==> src/rtl/mem_stage_ctl.sv <==
// MEM-stage controller: turns the EX/MEM memory request into a valid/ready
// data-memory transaction, aligns load data and registers writeback fields.
// Optional MEM_ALIGN_CHECK_EN: misaligned half/word accesses raise o_Exception instead of issuing.
//
// state | meaning
// IDLE  | pass-through retire, or accept a new memory op
// REQ   | request presented, waiting for i_DMem_Req_Ready
// RSP   | load issued, waiting for i_DMem_Rsp_Valid
// DONE  | retire the memory instruction next edge
module mem_stage_ctl #(
    parameter int ADDRESS_WIDTH    = 32,
    parameter int DATA_WIDTH       = 32,
    parameter int REG_ADDR_WIDTH   = 5,
    parameter int MEM_MASK_WIDTH   = 3,
    parameter int FREE_LIST_WIDTH  = 3,
    parameter int CHECKPOINT_WIDTH = 2
) (
    input  logic                        i_Clk,
    input  logic                        i_Reset_n,
    input  logic                        i_Flush,
    input  logic [ADDRESS_WIDTH-1:0]    i_PC,
    input  logic [DATA_WIDTH-1:0]       i_ALU_Result,
    input  logic                        i_Mem_Valid,
    input  logic [MEM_MASK_WIDTH-1:0]   i_Mem_Mask,
    input  logic                        i_Mem_Read_Write_n,
    input  logic [DATA_WIDTH-1:0]       i_Mem_Write_Data,
    input  logic                        i_Writes_Back,
    input  logic [REG_ADDR_WIDTH:0]     i_PWrite_Addr,
    input  logic [FREE_LIST_WIDTH-1:0]  i_Phys_Active_List_Index,
    input  logic [CHECKPOINT_WIDTH-1:0] i_Checkpoint,
    output logic                        o_Stall,
    output logic                        o_DMem_Req_Valid,
    input  logic                        i_DMem_Req_Ready,
    output logic [ADDRESS_WIDTH-1:0]    o_DMem_Addr,
    output logic                        o_DMem_Read_Write_n,
    output logic [3:0]                  o_DMem_Byte_En,
    output logic [DATA_WIDTH-1:0]       o_DMem_Write_Data,
    input  logic                        i_DMem_Rsp_Valid,
    input  logic [DATA_WIDTH-1:0]       i_DMem_Rsp_Data,
    output logic                        o_Retire,
    output logic [ADDRESS_WIDTH-1:0]    o_PC,
    output logic [DATA_WIDTH-1:0]       o_WB_Data,
    output logic                        o_Writes_Back,
    output logic [REG_ADDR_WIDTH:0]     o_PWrite_Addr,
    output logic [FREE_LIST_WIDTH-1:0]  o_Phys_Active_List_Index,
    output logic [CHECKPOINT_WIDTH-1:0] o_Checkpoint
`ifdef MEM_ALIGN_CHECK_EN
    ,
    output logic                        o_Exception
`endif
);

    typedef enum logic [1:0] {IDLE, REQ, RSP, DONE} state_t;

    state_t state, next_state;
    logic   retire_en;

    logic        kill_q, exc_q, rw_q, uns_q;
    logic [1:0]  size_q, a_q;
    logic [DATA_WIDTH-1:0] ld_q;

    logic [1:0]  a_c, size_c;
    logic [3:0]  be_c;
    logic [DATA_WIDTH-1:0] wdata_c, ld_c;
    logic        misaligned;
    logic [7:0]  lane_b;
    logic [15:0] lane_h;

    assign a_c    = i_ALU_Result[1:0];
    assign size_c = i_Mem_Mask[1:0];

`ifdef MEM_ALIGN_CHECK_EN
    assign misaligned = ((size_c == 2'b01) && a_c[0]) || (size_c[1] && (a_c != 2'b00));
`else
    assign misaligned = 1'b0;
`endif

    always_comb begin
        be_c    = 4'b1111;
        wdata_c = i_Mem_Write_Data;
        case (size_c)
            2'b00: begin
                be_c    = 4'b0001 << a_c;
                wdata_c = {4{i_Mem_Write_Data[7:0]}};
            end
            2'b01: begin
                be_c    = a_c[1] ? 4'b1100 : 4'b0011;
                wdata_c = {2{i_Mem_Write_Data[15:0]}};
            end
            default: ;
        endcase
    end

    // Load alignment uses the address bits captured when the request was accepted.
    always_comb begin
        case (a_q)
            2'b00:   lane_b = i_DMem_Rsp_Data[7:0];
            2'b01:   lane_b = i_DMem_Rsp_Data[15:8];
            2'b10:   lane_b = i_DMem_Rsp_Data[23:16];
            default: lane_b = i_DMem_Rsp_Data[31:24];
        endcase
        lane_h = a_q[1] ? i_DMem_Rsp_Data[31:16] : i_DMem_Rsp_Data[15:0];
        case (size_q)
            2'b00:   ld_c = uns_q ? {24'b0, lane_b} : {{24{lane_b[7]}}, lane_b};
            2'b01:   ld_c = uns_q ? {16'b0, lane_h} : {{16{lane_h[15]}}, lane_h};
            default: ld_c = i_DMem_Rsp_Data;
        endcase
    end

    always_ff @(posedge i_Clk or negedge i_Reset_n) begin
        if (!i_Reset_n) state <= IDLE;
        else            state <= next_state;
    end

    always_comb begin
        next_state       = state;
        o_Stall          = 1'b0;
        o_DMem_Req_Valid = 1'b0;
        retire_en        = 1'b0;
        case (state)
            IDLE: begin
                if (i_Mem_Valid) begin
                    o_Stall    = 1'b1;
                    next_state = (i_Flush || misaligned) ? DONE : REQ;
                end else begin
                    retire_en = 1'b1;
                end
            end
            REQ: begin
                o_Stall          = 1'b1;
                o_DMem_Req_Valid = 1'b1;
                if (i_DMem_Req_Ready) next_state = rw_q ? RSP : DONE;
            end
            RSP: begin
                o_Stall = 1'b1;
                if (i_DMem_Rsp_Valid) next_state = DONE;
            end
            DONE: begin
                retire_en  = 1'b1;
                next_state = IDLE;
            end
            default: next_state = IDLE;
        endcase
    end

    always_ff @(posedge i_Clk or negedge i_Reset_n) begin
        if (!i_Reset_n) begin
            kill_q <= 1'b0; exc_q <= 1'b0; rw_q <= 1'b0; uns_q <= 1'b0;
            size_q <= '0; a_q <= '0; ld_q <= '0;
            o_DMem_Addr <= '0; o_DMem_Read_Write_n <= 1'b0;
            o_DMem_Byte_En <= '0; o_DMem_Write_Data <= '0;
        end else begin
            if (state == IDLE && i_Mem_Valid) begin
                kill_q              <= i_Flush || misaligned;
                exc_q               <= misaligned;
                rw_q                <= i_Mem_Read_Write_n;
                uns_q               <= i_Mem_Mask[2];
                size_q              <= size_c;
                a_q                 <= a_c;
                o_DMem_Addr         <= {i_ALU_Result[ADDRESS_WIDTH-1:2], 2'b00};
                o_DMem_Read_Write_n <= i_Mem_Read_Write_n;
                o_DMem_Byte_En      <= be_c;
                o_DMem_Write_Data   <= wdata_c;
            end
            if ((state == REQ || state == RSP) && i_Flush) kill_q <= 1'b1;
            if (state == RSP && i_DMem_Rsp_Valid) ld_q <= ld_c;
        end
    end

    // Writeback register: bubbles clear retire/write-enable and hold everything else.
    always_ff @(posedge i_Clk or negedge i_Reset_n) begin
        if (!i_Reset_n) begin
            o_Retire <= 1'b0; o_Writes_Back <= 1'b0;
            o_PC <= '0; o_WB_Data <= '0; o_PWrite_Addr <= '0;
            o_Phys_Active_List_Index <= '0; o_Checkpoint <= '0;
        end else begin
            o_Retire      <= retire_en;
            o_Writes_Back <= 1'b0;
            if (retire_en) begin
                o_PC                     <= i_PC;
                o_PWrite_Addr            <= i_PWrite_Addr;
                o_Phys_Active_List_Index <= i_Phys_Active_List_Index;
                o_Checkpoint             <= i_Checkpoint;
                if (state == IDLE) begin
                    o_WB_Data     <= i_ALU_Result;
                    o_Writes_Back <= i_Writes_Back && !i_Flush;
                end else begin
                    o_WB_Data     <= rw_q ? ld_q : i_ALU_Result;
                    o_Writes_Back <= i_Writes_Back && rw_q && !kill_q && !i_Flush;
                end
            end
        end
    end

`ifdef MEM_ALIGN_CHECK_EN
    always_ff @(posedge i_Clk or negedge i_Reset_n) begin
        if (!i_Reset_n) o_Exception <= 1'b0;
        else            o_Exception <= retire_en && (state == DONE) && exc_q;
    end
`endif

endmodule

==> config.mk <==
export PLATFORM = sky130hd
export DESIGN_NAME = mem_stage_ctl
export DESIGN_NICKNAME = d
export VERILOG_FILES = /design/src/rtl/mem_stage_ctl.sv
export SDC_FILE = /design/constraint.sdc
export NUM_CORES = 1
export LEC_CHECK = 0
export CAP_MARGIN = 25
export CORE_MARGIN = 2
export CORE_UTILIZATION = 31
export CTS_CLUSTER_DIAMETER = 50
export CTS_CLUSTER_SIZE = 12
export DETAILED_ROUTE_END_ITERATION = 16
export PLACE_DENSITY = 0.57
export SLEW_MARGIN = 20
export SYNTH_ARGS = -nofsm -noshare
export SYNTH_HDL_FRONTEND = slang
export SYNTH_SLANG_ARGS = --single-unit
==> constraint.sdc <==
create_clock -name i_Clk -period 2.7 [get_ports i_Clk]
set_input_delay 0.405 -clock i_Clk [delete_from_list [all_inputs] [get_ports i_Clk]]
set_output_delay 0.405 -clock i_Clk [all_outputs]
set_load 0.005 [all_outputs]
==> results of run 1 <==
## timing repair
action | CTS | global route
setup endpoints to repair | 0 | 1
gates resized for setup | 0 | 1
endpoints found under the hold margin | 52 | 0
hold buffers | 1 | 0
## power breakdown
part           internal [mW]  switching (mW)
Clock                   1.24            1.24
Sequential              4.13           0.816
Combinational           3.77            2.62
## state kept, by name, indices dropped and copies added, names as in the netlist
register and cells:
size_q 2, o_DMem_Addr 30, o_WB_Data 32, state 2
o_Writes_Back 1, o_PWrite_Addr 6, kill_q 1, o_Phys_Active_List_Index 3
o_DMem_Write_Data 32, a_q 2, o_PC 32, o_Retire 1
o_DMem_Byte_En 4, o_Checkpoint 2, uns_q 1, ld_q 32
rw_q 1
## worst max-delay path, delay by kind of cell, from the launching register on
| family | cells | cell delay (ns) |
|---|---|---|
| buf+inv | 2 | 0.64 |
| flops | 1 | 0.43 |
| simple gates | 3 | 0.29 |
| fa+ha+maj | 1 | 0.28 |
## worst paths after layout
check                                 startpoint               endpoint  slack, ns
hold reg to reg            o_DMem_Write_Data[13]  o_DMem_Write_Data[13]       0.48
hold / removal             o_DMem_Write_Data[13]  o_DMem_Write_Data[13]       0.48
max in group asynchronous              i_Reset_n        o_DMem_Addr[10]       1.46
min in group asynchronous              i_Reset_n               o_PC[24]       0.51
setup / recovery                        state[0]                o_Stall       0.22
setup reg to reg                        state[0]               o_PC[20]       0.64
## through the flow
stage	power [mW]	worst slack, ns	cells	hold WS (ns)
after floorplan	8.03	0.854	707	0.109
after global placement	11.4	0.557	1304	0.413
after detailed placement	11.5	0.489	1304	0.411
after CTS	14.0	0.117	1337	0.487
after global routing	14.8	0.0868	1338	0.501
final	13.8	0.220	1338	0.481
## layout make-up
type,count,area [um2]
fill,2423,13900
multi-input combinational,463,3320
sequential,184,4600
clock buffer,18,429
tap,335,419
inverter,8,30.0
clock inverter,14,153
timing repair buffer,315,3170
antenna,1,2.50
## cells in the final DEF (no fill, tap or decap), types with 5 or more instances in the layout
cell type        instances
inv_1                    8
nor3b_1                  5
mux2_2                  91
inv_6                    5
o21ai_0                 72
and2_1                   7
dfrtp_1                184
nand3_1                 25
buf_12                   5
nor2b_1                  5
nand2_1                 76
clkbuf_16               17
buf_4                   14
a32oi_1                  6
clkdlybuf4s50_1        294
a21oi_1                 24
nor2_1                  33
a22oi_1                  5
mux2i_1                 60
a31oi_1                 17
## logic make-up after synthesis
family / after synthesis
AO/OA/AOI/OAI: 137
adder cells (fa/ha/maj): 5
buffers and inverters: 60
flip-flops: 184
multiplexers: 152
other: 1
AND/OR/NAND/NOR: 167
## per-layer routing
layer	wire (um)	vias up	GRT usage (%)
met2	11400	230	28.3
met5	0	-	0
met4	209	0	4.16
met1	10800	3039	23.3
met3	1930	14	5.77
li1	-	3063	-
==> metrics.md, run 1 <==
| Metric | Value |
|---|---|
| Outcome | `finished clean` |
| Post-CTS Setup Inserts | `0` |
| Clock Latency Late Sink | `between 0.4 and 0.5 ns` |
| Post-DP Area | `11500 um2` |
| Die area | `about 28000 um2` |
| Setup Total Neg Slack | `0 ns` |
| First-pass GRT wire length | `38.6 mm` |
| Rel. slew slack | `52.6%` |
| Dpl hpwl | `~18 mm` |
| Final nets | `around 1100` |
| Gr ovfl total | `0` |
| Pin count of the biggest net entering global routing | `82` |
| Routed WL | `24.3 mm` |
| Yosys cell types | `41` |
| Sequential-to-total area share from yosys stat | `56.4%` |
| Compound-Gate Fraction of Synth Area | `about a tenth` |
| Initial DRC Count | `about 360` |
| Clock sinks | `between 150 and 200` |
| Unrepaired setup endpoints after global routing | `no` |
| I/O pin cnt | `a little under 300` |
| Clock Path Buffers | `2` |
| GRT Util Overall | `~18%` |
| FF+latch count, synth | `about 180` |
| Largest stage delay on the critical path | `approximately 0.5 ns` |
| Fin. max-slew vios | `0` |
| Synthesized-area fraction occupied by adder cells | `less than 1%` |
| Post-Layout Inst Area | `12100 um2` |
| Top-count cell post-synth | `dfrtp_1` |
| Core Util, Final | `a little under half` |
| Mapped Cells | `706` |
| Startpoint types | `flip-flop` |
| XOR/XNOR Fraction of Synth Area | `0%` |
| Number of synthesized flops with an enable pin | `0` |
| P&R area growth vs syn | `48.5%` |
| Critical path type | `reg2out` |
| Post-Synth Simple-Gate Area | `a little under a tenth` |
| Largest family of logic cells by synthesized area | `multiplexers` |
| Mean Syn Cell Area | `around 12 um2` |
| CP Data Required Time | `~2.3 ns` |
| Synthesized area | `8170 um2` |
| Actual slew at the worst max-slew pin | `around 0.71 ns` |
| Crit path DAT | `2.07 ns` |
| Max-cap viol count | `0` |
| Routed vias/inst | `between 4 and 5` |
| Routed length per instance | `18.2 um` |
| PortBufs | `about 300` |
| Routed via count | `around 6300` |
| Post-synth top area share | `a little under three fifths` |
| Drt drc | `0` |
| Die Wd | `166 um` |
| Max rail drop VDD | `a little over 600 uV` |
| CP Cell Sequence | `inv_1 > ha_2 > and2_1 > nor2_1 > nor2_1 > clkdlybuf4s50_1` |
| Vias in the first global route | `around 6400` |
| Post-DRT Antenna Nets | `0` |
| Final Hold Vio Count | `0` |
| Area contributors post-synth | `dfrtp_1 (56%), mux2_2 (13%), mux2i_1 (7.4%), o21ai_0 (4.4%), nand2_1 (3.5%)` |
| Setup-failing EPs final | `0` |
| Pwr dens | `approximately 1100 nW/um2` |
| Clock buffer count from CTS | `17` |
| Worst Hold Depth | `2` |
| Main synth FF type | `dfrtp_1` |
| Multiplexer area fraction after synthesis | `between 20 and 25%` |
| Clk slew on worst S/H paths | `about 0.080 ns` |
| Final min period | `roughly 2.5 ns` |
| Most area-hungry cell type in the Yosys netlist | `dfrtp_1` |
| First-pass DRT Iterations | `4` |
| Core ar. | `roughly 26000 um2` |
| Slowest cell on the critical path | `clkdlybuf4s50_1` |
| Pleak | `approximately 5 nW` |
| Starting Density | `about a third` |
| Routability congestion estimate | `roughly 0.81` |
| Fmax | `approximately 400 MHz` |
| TritonCTS clock tree | `yes` |
| Synth top cells by count | `dfrtp_1 (184), mux2_2 (91), nand2_1 (77), o21ai_0 (72), mux2i_1 (60)` |
| Ys Warns | `0` |
| Share of cells above drive strength 1 | `between 10% and 20%` |
| Tcrit/Tclk final | `between 90% and 100%` |
| CTS H-tree depth | `4` |
| Die extent in y | `around 170 um` |
| Worst Skew | `approximately 0.013 ns` |
| Most used cell, CP | `nor2_1` |
| Initial antenna violation count | `1` |
| Crit path capture type | `output port` |
| # rows | `59` |
| FF-to-FF path depth | `6` |
| Crit Path Max Fanout | `5` |
| Post-synth ARST share | `100%` |
| Clk root buf | `clkbuf_16` |
| Worst hold path class | `reg2reg` |
(Power assumes the default switching activity.)
==> inputs of run 2 (changes only) <==
CTS_CLUSTER_DIAMETER = default   (was 50)
MAX_ROUTING_LAYER = met4   (was default)
==> metrics.md, run 2 (same netlist as run 1, synthesis figures left out) <==
| Metric | Value |
|---|---|
| Clock buffer count from CTS | `17` |
| Crit Path Max Fanout | `5` |
| Post-Layout Inst Area | `roughly 12000 um2` |
| CP Data Required Time | `~2.3 ns` |
| Vias in the first global route | `around 6500` |
| Critical path type | `reg2out` |
| Starting Density | `between 30% and 40%` |
| Worst hold path endpoint | `o_DMem_Write_Data[13]` |
| Routed WL | `24.4 mm` |
| Gr ovfl total | `0` |
| Commonest non-fill, non-tap cell in the layout | `clkdlybuf4s50_1` |
| Comb pwr share | `between 40% and 50%` |
| Post-DRT Antenna Nets | `0` |
| Unrepaired setup endpoints after global routing | `no` |
| Fin. max-slew vios | `0` |
| Drt drc | `0` |
| First-pass DRT Iterations | `4` |
| Seq pwr share | `35.7%` |
| Crit path capture type | `output port` |
| Routed length per instance | `approximately 18 um` |
| Tcrit/Tclk final | `roughly nine tenths` |
| Setup-failing EPs final | `0` |
| Crit path DAT | `approximately 2.1 ns` |
| Fmax | `403 MHz` |
| # rows | `59` |
| CTS H-tree depth | `4` |
| P&R area growth vs syn | `48.5%` |
| Actual slew at the worst max-slew pin | `slightly above 0.7 ns` |
| Core Util, Final | `between 40 and 50%` |
| Most frequent cells in the layout | `clkdlybuf4s50_1 (294), dfrtp_1 (184), mux2_2 (91), nand2_1 (76), o21ai_0 (72)` |
| GRT Util Overall | `a little under a fifth` |
| Routed via count | `between 6000 and 7000` |
| Most used cell, CP | `nor2_1` |
| Setup Total Neg Slack | `0 ns` |
| Share of cells above drive strength 1 | `about 15%` |
| TritonCTS clock tree | `yes` |
| Switching pwr | `between 4 and 5 mW` |
| Reg2Reg Setup Slack | `approximately 0.64 ns` |
| Slowest cell on the critical path | `clkdlybuf4s50_1` |
| Clock Latency Late Sink | `roughly 0.43 ns` |
| Core ar. | `between 20000 and 30000 um2` |
| R2r startpoint | `state[0]` |
| Switch share | `roughly 34%` |
| Clock sinks | `184` |
| Pin count of the biggest net entering global routing | `between 80 and 90` |
| Clock network power share | `18.0%` |
| Die Wd | `roughly 170 um` |
| Final nets | `1144` |
| Initial DRC Count | `approximately 330` |
| Routed vias/inst | `4.73` |
| Post-DP Area | `around 12000 um2` |
| Min-delay src | `o_DMem_Write_Data[13]` |
| Die extent in y | `around 170 um` |
| Rel. slew slack | `52.8%` |
| FILL cells | `2423` |
| Dpl hpwl | `17.7 mm` |
| Largest stage delay on the critical path | `between 0.5 and 0.6 ns` |
| Worst Skew | `~0.014 ns` |
| Initial antenna violation count | `1` |
| Outcome | `finished clean` |
| Cell Count, Final, Fillers Out | `1338` |
| I/O pin cnt | `298` |
| PortBufs | `about 300` |
| Pwr dens | `approximately 1100 nW/um2` |
| Worst Hold Depth | `2` |
| Final min period | `2.48 ns` |
| Max-cap viol count | `0` |
| DP Cell Count | `approximately 1300` |
| Worst hold path class | `reg2reg` |
| Clock Path Buffers | `2` |
| Post-CTS Setup Inserts | `0` |
| FF-to-FF path depth | `6` |
| Routability congestion estimate | `between 0.8 and 0.9` |
| Max rail drop VDD | `between 600 and 700 uV` |
| Die area | `about 28000 um2` |
| First-pass GRT wire length | `38.5 mm` |
| Overall Power | `~14 mW` |
| Clk slew on worst S/H paths | `~0.080 ns` |
| Pleak | `5.13 nW` |
| Reg2reg end | `o_PC[20]` |
| CP Cell Sequence | `inv_1 > ha_2 > and2_1 > nor2_1 > nor2_1 > clkdlybuf4s50_1` |
| Startpoint types | `flip-flop` |
| Pint | `between 9 and 10 mW` |
| Clk root buf | `clkbuf_16` |
| Final Hold Vio Count | `0` |
[run 2: cell counts in the layout (fill, tap and decap cells not counted)]
No cell type changed its count.
[run 2: how the worst max path moves through the flow]
stage / startpoint / endpoint / depth (start not counted) / slack [ns]
after global routing: state[0] / o_Stall / 6 / 0.09
after floorplan: state[0] / o_Stall / 7 / 0.85
after CTS: state[0] / o_Stall / 6 / 0.12
final: state[0] / o_Stall / 6 / 0.22
after global placement: i_Mem_Valid / o_Stall / 5 / 0.56
after detailed placement: i_DMem_Rsp_Data[15] / ld_q[30] / 4 / 0.49
[run 2: critical path: cells and delay by family (launching register included)]
family | cells | cell delay [ns]
adder cells (fa/ha/maj) | 1 | 0.28
buffers and inverters | 2 | 0.64
flip-flops | 1 | 0.43
AND/OR/NAND/NOR | 3 | 0.29
[run 2: per-stage QoR]
| stage | worst slack (ns) | hold slack [ns] |
|---|---|---|
| finish | 0.220 | 0.478 |
| global route | 0.0868 | 0.501 |
| CTS | 0.117 | 0.487 |
| detailed placement | 0.489 | 0.411 |
| global placement | 0.557 | 0.413 |
| floorplan | 0.854 | 0.109 |
[run 2: power groups by stage]
stage	clock network, mW	registers [mW]	logic [mW]
after floorplan	0	4.90	3.13
after global placement	0	4.98	6.41
after detailed placement	0	5.02	6.47
after CTS	2.58	4.97	6.50
after global routing	2.69	5.13	7.00
final	2.49	4.94	6.40
[run 2: layout make-up]
cell class	instances	area [um2]	share of cell area (%)
well taps	335	419	3.46
inverters	8	30.0	0.248
clock inverters	14	153	1.26
flip-flops and latches	184	4600	38.0
multi-input cells	463	3320	27.4
diodes	1	2.50	0.0206
clock buffers	18	429	3.54
repair buffers	315	3170	26.2
[run 2: per-layer routing]
layer	GRT usage [%]	routed length, um
met5	-	0
met4	4.16	180
met3	5.24	1770
met2	28.4	11300
met1	23.6	11100
[run 2: repair_timing]
| item | 4_1_cts | 5_1_grt |
|---|---|---|
| endpoints found under the hold margin | 52 | 0 |
| hold buffers | 1 | 0 |
| setup endpoints to repair | 0 | 1 |
| resized for setup | 0 | 1 |
==> inputs of run 3 (changes only) <==
CELL_PAD_IN_SITES_DETAIL_PLACEMENT = 0   (was default)
CELL_PAD_IN_SITES_GLOBAL_PLACEMENT = 2   (was default)
CORE_UTILIZATION = 30   (was 31)
PLACE_DENSITY = 0.84   (was 0.57)
==> metrics.md, run 3 (same netlist as run 1, synthesis figures left out) <==
| Metric | Value |
|---|---|
| Routability congestion estimate | `between 0.7 and 0.8` |
| Slowest cell on the critical path | `clkdlybuf4s50_1` |
| First-pass DRT Iterations | `5` |
| Routed vias/inst | `roughly 4.8` |
| Critical path type | `reg2out` |
| Most frequent cells in the layout | `clkdlybuf4s50_1 (294), dfrtp_1 (184), mux2_2 (91), nand2_1 (76), o21ai_0 (72)` |
| Unrepaired setup endpoints after global routing | `no` |
| Initial antenna violation count | `0` |
| Vias in the first global route | `roughly 6700` |
| Setup Total Neg Slack | `0 ns` |
| P&R area growth vs syn | `48.6%` |
| Buffers plus inverters on the worst setup path | `2` |
| CTS H-tree depth | `4` |
| # rows | `60` |
| Worst Skew | `between 0.015 and 0.02 ns` |
| Clk root buf | `clkbuf_16` |
| Met1 Usage GRT | `22.1%` |
| Starting Density | `a little under a third` |
| Crit path DAT | `~2.1 ns` |
| Worst hold path class | `in2async` |
| Routed via count | `6398` |
| Rel. slew slack | `a little over two fifths` |
| Core ar. | `26900 um2` |
| FF/Latch Area | `4600 um2` |
| DP Cell Count | `~1300` |
| Reg2Reg Setup Slack | `about 0.67 ns` |
| Hold-fix buffers, CTS | `1` |
| Fmax | `395 MHz` |
| Clock buffer count from CTS | `17` |
| CTS resizes | `0` |
| GRT Util Overall | `between 10% and 20%` |
| Share of cells above drive strength 1 | `15.0%` |
| Post-DRT Antenna Nets | `0` |
| Die extent in y | `around 170 um` |
| Setup-failing EPs final | `0` |
| CP Cell Sequence | `inv_1 > ha_1 > and2_1 > nor2_1 > nor2_1 > clkdlybuf4s50_1` |
| I/O pin cnt | `around 300` |
| Drt drc | `0` |
| Clock Path Buffers | `2` |
| Final min period | `approximately 2.5 ns` |
| Pwr dens | `~1100 nW/um2` |
| TritonCTS clock tree | `yes` |
| Max-cap viol count | `0` |
| Post-CTS Setup Inserts | `0` |
| Setup ws final | `~0.17 ns` |
| Clock Latency Late Sink | `0.43 ns` |
| Gr ovfl total | `0` |
| Clock sinks | `184` |
| Crit path max-delay family | `buffers and inverters` |
| Largest stage delay on the critical path | `roughly 0.5 ns` |
| PortBufs | `about 300` |
| Met2 GRT Util | `around 29%` |
| GR Layer Usage met3 | `between 4 and 5%` |
| Routed WL | `around 24 mm` |
| Die Wd | `about 170 um` |
| DP Worst Slack | `between 0.4 and 0.5 ns` |
| Crit Path Max Fanout | `5` |
| Routed length per instance | `between 15 and 20 um` |
| Die area | `between 20000 and 30000 um2` |
| CP Data Required Time | `between 2 and 2.5 ns` |
| Most used cell, CP | `nor2_1` |
| Outcome | `finished clean` |
| Dpl hpwl | `approximately 18 mm` |
| Fin. max-slew vios | `0` |
| Initial DRC Count | `333` |
| Actual slew at the worst max-slew pin | `between 0.8 and 0.9 ns` |
| Tcrit/Tclk final | `93.8%` |
| Pin count of the biggest net entering global routing | `76` |
| Final nets | `between 1000 and 1500` |
| Final Hold Vio Count | `0` |
| Crit path capture type | `output port` |
| Commonest non-fill, non-tap cell in the layout | `clkdlybuf4s50_1` |
| Startpoint types | `flip-flop` |
| N_diodes | `0` |
| Gr busiest metal | `met2` |
| Pleak | `just over 5 nW` |
| First-pass GRT wire length | `37.9 mm` |
| Clk slew on worst S/H paths | `around 0.080 ns` |
| FILL cells | `approximately 2600` |
| Area of the multi-input gates | `~3300 um2` |
| Max rail drop VDD | `approximately 440 uV` |
| Cell Count, Final, Fillers Out | `roughly 1300` |
[run 3: report_power, final]
group	leakage, nW	switching, mW	internal, mW	total, mW
combinational	2.64	2.64	3.77	6.41
clock	0.281	1.24	1.24	2.48
sequential	2.21	0.770	4.13	4.90
total	5.13	4.65	9.14	13.8
[run 3: area by class of cell]
class / instances / area share (%)
clock buffers: 18 / 3.54
clock inverters: 14 / 1.29
inverters: 8 / 0.247
multi-input cells: 463 / 27.3
flip-flops and latches: 184 / 37.9
well taps: 341 / 3.52
repair buffers: 315 / 26.1
[run 3: path summary, 6_finish.rpt]
path,start,endpoint,cells past startpoint
setup / recovery,state[0],o_Stall,6
hold / removal,i_Reset_n,o_DMem_Addr[6],2
setup reg to reg,state[0],o_WB_Data[5],6
hold reg to reg,o_WB_Data[26],o_WB_Data[26],2
max in group asynchronous,i_Reset_n,o_WB_Data[30],3
min in group i_Clk,o_WB_Data[26],o_WB_Data[26],2
[run 3: layer usage]
layer	share of wire, %	vias to the layer above
met5	0	-
met4	1.4	0
met3	6.6	19
met2	48	226
met1	44	3097
li1	-	3056
[run 3: through the flow]
stage / area (um2) / hold slack [ns] / utilization, % / total power, mW
after floorplan: 8170 / 0.109 / - / 8.03
after global placement: 11500 / 0.415 / 42.9 / 11.4
after detailed placement: 11500 / 0.414 / 42.9 / 11.5
after CTS: 12100 / 0.485 / 45.1 / 14.0
after global routing: 12100 / 0.501 / 45.1 / 14.8
final: 12100 / 0.474 / 45.1 / 13.8
